`src/rtl/aes_core_scheduler.sv`:
```
// aes_core_scheduler: shares one AES core between two 128-bit block requesters.
// Round-robin arbitration, one block in flight, result returned with a channel tag.
// Optional watchdog on a stalled core: define AES_SCHED_WATCHDOG_EN.
module aes_core_scheduler #(
  parameter int DATA_W         = 128,
  parameter int TIMEOUT_CYCLES = 255,
  parameter int CNT_W          = 16
) (
  input  logic              clk,
  input  logic              n_rst,
  input  logic              req0_valid,
  input  logic [DATA_W-1:0] req0_data,
  output logic              req0_ack,
  input  logic              req1_valid,
  input  logic [DATA_W-1:0] req1_data,
  output logic              req1_ack,
  output logic              core_start,
  output logic [DATA_W-1:0] core_data_in,
  input  logic              core_complete,
  input  logic [DATA_W-1:0] core_data_out,
  input  logic              res_full,
  output logic              res_valid,
  output logic [DATA_W-1:0] res_data,
  output logic              res_tag,
  output logic              busy,
  output logic [CNT_W-1:0]  blk_count,
  output logic              timeout_err
);

  typedef enum logic [1:0] {
    IDLE    = 2'd0,
    ISSUE   = 2'd1,
    BUSY    = 2'd2,
    DELIVER = 2'd3
  } state_t;

  state_t state, state_next;

  // Round-robin pointer: channel preferred when both request at once
  logic ptr, ptr_next;
  logic grant;

  logic              req0_ack_next, req1_ack_next, core_start_next;
  logic [DATA_W-1:0] core_data_next, res_data_next;
  logic              res_valid_next, res_tag_next, busy_next;
  logic [CNT_W-1:0]  count_next;

`ifdef AES_SCHED_WATCHDOG_EN
  localparam int WD_W = $clog2(TIMEOUT_CYCLES + 1);
  logic [WD_W-1:0] wd_cnt, wd_next;
  logic            timeout_next;
`else
  // TIMEOUT_CYCLES only has meaning when the watchdog is built in
  logic unused_timeout_param;
  assign unused_timeout_param = (TIMEOUT_CYCLES > 0);
  assign timeout_err = 1'b0;
`endif

  // Channel choice: a lone requester wins outright, a tie goes to the pointer
  always_comb begin
    grant = 1'b0;
    if (req0_valid && req1_valid) grant = ptr;
    else                          grant = req1_valid;
  end

  // State register
  always_ff @(posedge clk or negedge n_rst) begin
    if (!n_rst) state <= IDLE;
    else        state <= state_next;
  end

  // Next-state and next-output decode; every output leaves the block registered
  always_comb begin
    state_next      = state;
    ptr_next        = ptr;
    req0_ack_next   = 1'b0;
    req1_ack_next   = 1'b0;
    core_start_next = 1'b0;
    core_data_next  = core_data_in;
    res_valid_next  = 1'b0;
    res_data_next   = res_data;
    res_tag_next    = res_tag;
    count_next      = blk_count;
`ifdef AES_SCHED_WATCHDOG_EN
    wd_next         = wd_cnt;
    timeout_next    = timeout_err;
`endif
    case (state)
      IDLE: begin
        if (req0_valid || req1_valid) begin
          core_data_next = grant ? req1_data : req0_data;
          res_tag_next   = grant;
          req0_ack_next  = ~grant;
          req1_ack_next  = grant;
          state_next     = ISSUE;
        end
      end
      ISSUE: begin
        core_start_next = 1'b1;
        state_next      = BUSY;
`ifdef AES_SCHED_WATCHDOG_EN
        wd_next         = '0;
`endif
      end
      BUSY: begin
        if (core_complete) begin
          res_data_next = core_data_out;
          state_next    = DELIVER;
        end
`ifdef AES_SCHED_WATCHDOG_EN
        else if (wd_cnt == WD_W'(TIMEOUT_CYCLES - 1)) begin
          timeout_next = 1'b1;
          ptr_next     = ~res_tag;
          state_next   = IDLE;
        end else begin
          wd_next = wd_cnt + 1'b1;
        end
`endif
      end
      DELIVER: begin
        if (!res_full) begin
          res_valid_next = 1'b1;
          count_next     = blk_count + 1'b1;
          ptr_next       = ~res_tag;
          state_next     = IDLE;
        end
      end
      default: state_next = IDLE;
    endcase
    busy_next = (state_next != IDLE);
  end

  // Output and datapath registers
  always_ff @(posedge clk or negedge n_rst) begin
    if (!n_rst) begin
      ptr          <= 1'b0;
      req0_ack     <= 1'b0;
      req1_ack     <= 1'b0;
      core_start   <= 1'b0;
      core_data_in <= '0;
      res_valid    <= 1'b0;
      res_data     <= '0;
      res_tag      <= 1'b0;
      busy         <= 1'b0;
      blk_count    <= '0;
    end else begin
      ptr          <= ptr_next;
      req0_ack     <= req0_ack_next;
      req1_ack     <= req1_ack_next;
      core_start   <= core_start_next;
      core_data_in <= core_data_next;
      res_valid    <= res_valid_next;
      res_data     <= res_data_next;
      res_tag      <= res_tag_next;
      busy         <= busy_next;
      blk_count    <= count_next;
    end
  end

`ifdef AES_SCHED_WATCHDOG_EN
  // Watchdog counter and sticky timeout flag
  always_ff @(posedge clk or negedge n_rst) begin
    if (!n_rst) begin
      wd_cnt      <= '0;
      timeout_err <= 1'b0;
    end else begin
      wd_cnt      <= wd_next;
      timeout_err <= timeout_next;
    end
  end
`endif

endmodule

```
`config.mk`:
```
export PLATFORM = sky130hd
export DESIGN_NAME = aes_core_scheduler
export DESIGN_NICKNAME = d
export VERILOG_FILES = /design/src/rtl/aes_core_scheduler.sv
export SDC_FILE = /design/constraint.sdc
export NUM_CORES = 1
export LEC_CHECK = 0
export BUFFER_PORTS_ARGS = -buffer_cell sky130_fd_sc_hd__clkbuf_2
export CAP_MARGIN = 20
export CORE_AREA = 2 2 259 261
export DETAILED_ROUTE_END_ITERATION = 10
export DIE_AREA = 0 0 261 263
export GPL_TIMING_DRIVEN = 0
export SLEW_MARGIN = 20
export SYNTH_ARGS = -nofsm -noshare
export SYNTH_HDL_FRONTEND = slang
export SYNTH_SLANG_ARGS = --single-unit
```
`constraint.sdc`:
```
create_clock -name clk -period 2 [get_ports clk]
set_clock_uncertainty 0.05 [all_clocks]
set_input_delay 0.4 -clock clk [delete_from_list [all_inputs] [get_ports clk]]
set_output_delay 0.4 -clock clk [all_outputs]
set_load 0.01 [all_outputs]
```
# Yosys cells after proc, flatten, opt, wreduce, memory -nomap -nowiden
# Cells that the tools add are included.
# word_totals
regBits	281
# op_classes
n_bitwise	3
reduce_logical	7
eq_ne	3
addsub	1
muxes	13
# op_table
operator	n
two-way mux 128 bit	1
adder 16 x 1 -> 16 bit, second input constant	1
two-way mux 1 bit	8
case mux 2 bit (4 select lines)	1
two-way mux 2 bit	3
AND reduction 2 bit	3
equality test 2 bit, second input constant	2
NOT 1 bit	3
equality test 2 x 1 -> 1 bit, second input constant	1
zero test 2 bit	1
nonzero test 2 bit	1
logical AND 1 bit	1
logical OR 1 bit	1

# Depth between registers and ports, before layout
# Gate-level depths: netlist (run 1).
# logic_depth
word_depth	5
ltp_mapped	7
ltp_nobuf	5

# Worst setup path before layout (run 1)
# No wires, ideal clock.
# synth_path
path_kind	register to register
from	register state[1]
to	register core_data_in[62]
synth_period_minus_slack_ps	1585
setup_slack_ps	415
arrival_time_ps	1409
path_stages_with_launch	7
path_cell_list	dfrtp_1 nor2_2 o21ai_2 buf_6 clkbuf_1 and2_1 a221o_1
# synth_between
elab_chain_cells	2
# synth_rtl
element	line_no	rtl
start: declaration	37	state_t state, state_next;
start signal: assignment	69	else state <= state_next;
zero test 2 bit	88	case (state)
AND reduction 2 bit (no line)	-	
end signal: assignment	151	core_data_in <= core_data_next;
end: declaration	18	output logic [DATA_W-1:0] core_data_in,
# Every way passes these cells.
# A chain may end at the register's enable or synchronous reset.

# Worst setup path after layout (run 1)
# layout_path
from	register state[0]
to	register res_data[125]
# layout_between
elab_chain_cells	2
# layout_rtl
element	line_no	rtl
equality test 2 bit	88	
AND reduction 2 bit (no line)	-	
end signal: assignment	153	res_data <= res_data_next;
end: declaration	23	output logic [DATA_W-1:0] res_data,
# Every way passes these cells.

==> flow_metrics.tcl, run 1 <==
set metrics [dict create \
    setup_slack_ns 0.08973 \
    max_cap_violations 0 \
    pin_count 669 \
    ir_worst_vdd_mv 0.7903 \
    worstPathCellList "nand3b_1, buf_2, clkbuf_4, mux2_2" \
    grt_pass1_wl_mm 71.39 \
    finalSetupViolations 0 \
    viasPerCell 4.078 \
    num_vias 10859 \
    r2r-start "state[0]" \
    seqPwrFrac_pct 37.0 \
    drt_iter0_markers 480 \
    drtAntennaViolNets 0 \
    layout_min_cycle_time_ns 1.910 \
    r2r_slack_ns 0.09 \
    synth.distinct_cells 33 \
    first_global_vias 11822 \
    worstPathRequired_ns 2.39 \
    max_freq_mhz 523.5 \
    design_area_sq_um 19640 \
    path_class "flop to flop" \
    timing.critical_path.buf_inv 2 \
    area_growth_pct 74.14 \
    setup_tns_ns 0 \
    rsz0062_at_grt "false" \
    cp_max_fo 10 \
    clk_latency_ns 0.56 \
    dp.cells 2335 \
    netlist_instances 801 \
    final_core_util_pct 29.93 \
    synth_edf_count 0 \
    instances_no_fill 2663 \
    core-area_sq_um 65630 \
    synth_nets 1192 \
    initial_core_util_pct 17.19 \
    gp_congestion 0.8471 \
    hold_viol_final 0 \
    relSlewSlack_pct 51.54 \
    synth.ff_latch_count 281 \
    hold_path.class "input pin to flop" \
    p_clk_share_pct 22.0 \
    wl_per_cell_um 18.79 \
    p_comb_share_pct 41.0 \
    layout.nets 2163 \
    hp-start "req0_data[73]" \
    grt_max_degree 87 \
    ys_warn_count 0 \
    clock-sinks 281 \
    grtUsageTotal_pct 13.71 \
    place_hpwl_mm 38.32 \
    placementRows 94 \
    hold_path_end "core_data_in[73]" \
    layout_commonest_cell "clkbuf_2" \
    r2r_cells 4 \
    clk_pin_slew_ns 0.06 \
    h-tree-depth 1 \
    drt-total-wl_mm 50.03 \
    p_leak_nw 9.713 \
    status "finished, final reports clean" \
    drv_slew 0 \
    cts_tree "built" \
    placed_area_sq_um 15800 \
    drive_gt1_share_pct 50.97 \
    fin_crit_sh_pct 95.51 \
    syn-cell-area_sq_um 11280 \
    cp.arrival_ns 2.30 \
    worstSetupStartpointType "flop" \
    avgSynthCellArea_sq_um 14.08 \
    fp.dieArea_sq_um 68640 \
    r2r-end "res_data[125]" \
    die_y_um 263 \
    power_density_nw_per_um2 1368 \
    die-width_um 261 \
    yosysSeqAreaShare_pct 62.35 \
    p_switching_mw 9.524 \
    port_buffers 667 \
    cp_top_family "buffers and inverters" \
    dp_slack_ns -0.5545 \
    antenna_found_initial 9 \
    async_flop_share_pct 100.0 \
    max_stage_delay_ns 0.48 \
    detail_route.first_pass.iterations 7 \
    grt-ovfl-total 0 \
    drc 0 \
    internal-power_mw 17.34 \
    root_buffer "clkbuf_16" \
    clk_path_buf_depth 3 \
    dominantRegCellSynth "dfrtp_1" \
    min_path_cells 2 \
    numCtsBuffers 30 \
    end_kind "flop" \
    slowest_stage "dfrtp_2" \
    final_cell_mix "clkbuf_2 (679), dfrtp_1 (279), dlygate4sd3_1 (264), mux2_2 (128), a221o_1 (108)" \
    tightest_slew_ns 0.7270 \
    p_sw_share_pct 35.45 \
]
==> state kept, by name (all words and copies together) (netlist names), 2 cells and up <==
register,count
res_data,128
blk_count,16
core_data_in,128
state,2
==> Yosys cell counts, types with 2 or more instances <==
master / instances / area share, %
and2_0: 45 / 2.5
and2_1: 63 / 3.5
a221o_1: 108 / 9.6
mux2_2: 128 / 13
buf_2: 33 / 1.5
nor3_1: 2 / 0.089
xor2_1: 4 / 0.31
inv_1: 3 / 0.10
mux2i_1: 20 / 1.8
dfrtp_1: 281 / 62
nand4_1: 2 / 0.11
clkbuf_1: 19 / 0.63
nand2_1: 30 / 1.0
o21ai_0: 22 / 0.98
buf_4: 3 / 0.20
nand3_1: 7 / 0.31
and4_1: 2 / 0.16
xnor2_1: 11 / 0.85
nor2_1: 3 / 0.10
and3_1: 2 / 0.11
==> power groups by stage <==
stage	combinational, mW	clock [mW]	sequential, mW
after CTS	11.1	6.08	9.89
after floorplan	4.35	0	10.9
final	11.0	5.91	9.93
after global routing	11.9	6.37	10.2
after detailed placement	10.6	0	9.90
after global placement	10.4	0	9.84
==> kinds of logic after synthesis <==
family / Yosys count / share of synthesized area, %
other: 1 / 0.03325
and+or+nand+nor: 162 / 8.465
muxes: 148 / 14.56
xor gates and xnor gates: 15 / 1.165
AOI/OAI and AO/OA: 134 / 10.83
DFF: 281 / 62.35
adders and majority gates: 1 / 0.1109
buffers and inverters: 59 / 2.496
==> worst register-to-register path, stage by stage, from the launching register on <==
cell and delay, ns:
dfrtp_2 0.48, nand3b_1 0.17, buf_2 0.36, clkbuf_4 0.35, mux2_2 0.37
==> per-layer routing <==
layer  vias up  wire length, um  track usage, %
li1       4875                -               -
met1      5278            19230           15.38
met2       589            24700           24.63
met3       113             3787           2.927
met4         4             2303           6.204
met5         -               22               0
==> cell type report <==
type	instances	area, sq um
fillers	6562	45990
flip-flops and latches	281	7034
repair buffers	939	6147
multi-input cells	461	3994
well taps	864	1081
clock buffers	40	869.6
plain buffers	56	296.5
clock inverters	15	196.4
inverters	3	11.26
diodes	4	10.01
==> what timing repair did <==
| item | CTS | global route |
|---|---|---|
| endpoints found under the setup margin | 143 | 68 |
| endpoints found under the hold margin | 252 | 0 |
| cloned | 0 | 0 |
| resized for setup | 14 | 14 |
| buffers inserted | 5 | 0 |
| hold buffers | 264 | 0 |
==> through the flow <==
stage,power (mW),hold WS [ns]
2_1_floorplan,15.28,0.05441
3_3_place_gp,20.25,0.4112
3_5_place_dp,20.47,0.3620
4_1_cts,27.09,0.0003019
5_1_grt,28.48,0.009598
6_report,26.86,0.03463
==> how the worst max path moves through the flow <==
stage,startpoint,endpoint,slack (ns),cells past startpoint
6_report,state[0],res_data[125],0.09,4
3_5_place_dp,req1_valid,core_data_in[4],-0.55,5
4_1_cts,state[1],core_data_in[18],0.0007,4
2_1_floorplan,state[1],core_data_in[62],0.42,6
3_3_place_gp,n_rst,core_data_in[122],-5.36,1
5_1_grt,state[1],busy,0.002,6
Note: power is estimated with default switching activity, not from simulation.
==> run 2: changes to the inputs <==
- CTS_CLUSTER_DIAMETER: unset -> 40
- CTS_CLUSTER_SIZE: unset -> 12
- PLACE_DENSITY: unset -> 0.41
==> run 2 against run 1 <==
  * Wire length increased by 1.9%
  * Die area unchanged
  * Total power increased by 13%
  * Core utilization increased by 2.3 points
  * Sequential power decreased by 0.4%
  * Via count increased by 1.6%
  * First-iteration DRC count decreased by 2.9%
  * Cell count increased by 4.2%
  * Register-to-register slack improved by 0.05 ns
  * Hold slack got worse by 0.0050 ns
  * Sequential share of layout area decreased by 2.5 points
  * Largest power group unchanged
==> flow_metrics.tcl, run 2 (same netlist as run 1, synthesis figures left out) <==
set metrics [dict create \
    finalPower_mw 30.33 \
    initial_core_util_pct 17.19 \
    gp_congestion 0.7974 \
    rsz0062_at_grt "false" \
    finalSetupViolations 0 \
    h-tree-depth 2 \
    dp.cells 2335 \
    relSlewSlack_pct 59.34 \
    instances_no_fill 2776 \
    final_cell_mix "clkbuf_2 (676), dlygate4sd3_1 (333), dfrtp_1 (279), mux2_2 (128), a221o_1 (108)" \
    clock-sinks 281 \
    fin_crit_sh_pct 93.04 \
    cts_tree "built" \
    layout_min_cycle_time_ns 1.861 \
    first_global_vias 12235 \
    max_freq_mhz 537.4 \
    drv_slew 0 \
    tightest_slew_ns 0.6099 \
    grt-ovfl-total 0 \
    layout_commonest_cell "clkbuf_2" \
    max_cap_violations 0 \
    hold_viol_final 0 \
    drc 0 \
    top_regs "core_data_in (128), res_data (128), blk_count (16)" \
    wl_per_cell_um 18.37 \
    drt-total-wl_mm 50.99 \
    clk_latency_ns 0.59 \
    die_y_um 263 \
    n_fill_cell 6692 \
    end_kind "flop" \
    grtUsageTotal_pct 14.42 \
    root_buffer "clkbuf_16" \
    drt_iter0_markers 466 \
    placementRows 94 \
    cp_max_fo 10 \
    path_class "flop to flop" \
    drtAntennaViolNets 0 \
    num_vias 11031 \
    setup.worst_path.start "ptr" \
    fp.dieArea_sq_um 68640 \
    viasPerCell 3.974 \
    clk_pin_slew_ns 0.05 \
    area_growth_pct 87.40 \
    grt_max_degree 86 \
    final_core_util_pct 32.20 \
    clk_path_buf_depth 3 \
    place_hpwl_mm 39.20 \
    cp.arrival_ns 2.27 \
    hp-start "req0_data[95]" \
    detail_route.first_pass.iterations 5 \
    hold_path.class "input pin to flop" \
    ir_worst_vdd_mv 0.8183 \
    timing.hold.ws_ns 0.02966 \
    worstPathRequired_ns 2.41 \
    worstSetupStartpointType "flop" \
    layout.nets 2254 \
    r2r_slack_ns 0.14 \
    drive_gt1_share_pct 50.10 \
    p_leak_nw 10.40 \
    port_buffers 667 \
    status "finished, final reports clean" \
    numCtsBuffers 55 \
    core-area_sq_um 65630 \
    die-width_um 261 \
    power_density_nw_per_um2 1435 \
    r2r-start "ptr" \
    antenna_found_initial 17 \
    grt_pass1_wl_mm 75.02 \
    pin_count 669 \
]
[run 2: changes by cell type in the layout (fill, tap and decap cells not counted), sizes merged]
cell,change
dlygate4sd3,+69
bufinv,+2
inv,+7
clkbuf,+21
clkinv,+16
buf,-2
[run 2: timing repair]
item	CTS	global route
hold buffers	333	0
setup endpoints to repair	139	190
hold endpoints to repair	284	0
buffers inserted	1	1
gates resized for setup	15	13
[run 2: critical path: stages (launching register included)]
cell	delay, ns
dfrtp_1	0.41
o21ai_1	0.25
nor3_1	0.11
clkbuf_4	0.24
clkbuf_2	0.26
a221o_1	0.40
[run 2: metrics by stage]
step	setup WS [ns]	cell area, sq um	TNS [ns]
final	0.1392	21140	0
after global routing	0.001996	21130	0
after CTS	-0.02828	21100	-0.4657
after detailed placement	-0.3354	15790	-31.86
after global placement	-5.959	15700	-1689.65
after floorplan	0.4150	11280	0
[run 2: final timing paths]
check	endpoint	cells after the start
max in group asynchronous	core_data_in[35]	4
worst min-delay path	core_data_in[95]	2
worst min register to register	core_data_in[98]	2
worst max register to register	core_data_in[42]	5
min in group asynchronous	res_data[15]	2
worst max-delay path	core_data_in[42]	5
[run 2: cell type report]
| cell class | count | area [sq um] | area share, % |
|---|---|---|---|
| Multi-Input combinational cell | 461 | 3985 | 18.86 |
| Sequential cell | 281 | 7034 | 33.28 |
| Timing Repair Buffer | 1005 | 6790 | 32.13 |
| Tap cell | 864 | 1081 | 5.115 |
| Clock buffer | 62 | 1443 | 6.826 |
| Inverter | 3 | 11.26 | 0.05328 |
| Clock inverter | 40 | 480.5 | 2.273 |
| Antenna cell | 4 | 10.01 | 0.04736 |
| Buffer | 56 | 300.3 | 1.421 |
[run 2: where the power goes]
| part | internal [mW] | leakage [nW] | total [mW] | switching [mW] |
|---|---|---|---|---|
| registers | 8.37 | 3.43 | 9.89 | 1.52 |
| clock network | 6.05 | 0.941 | 9.42 | 3.37 |
| logic | 5.46 | 6.03 | 11.0 | 5.56 |
| total | 19.9 | 10.4 | 30.3 | 10.5 |
[run 2: metal layers]
metal / up-vias / GRT usage, % / wire length (um)
li1: 5070 / - / -
met1: 5340 / 15.25 / 18710
met2: 513 / 26.32 / 25900
met3: 98 / 5.276 / 4866
met4: 10 / 4.499 / 1436
met5: - / 0 / 68
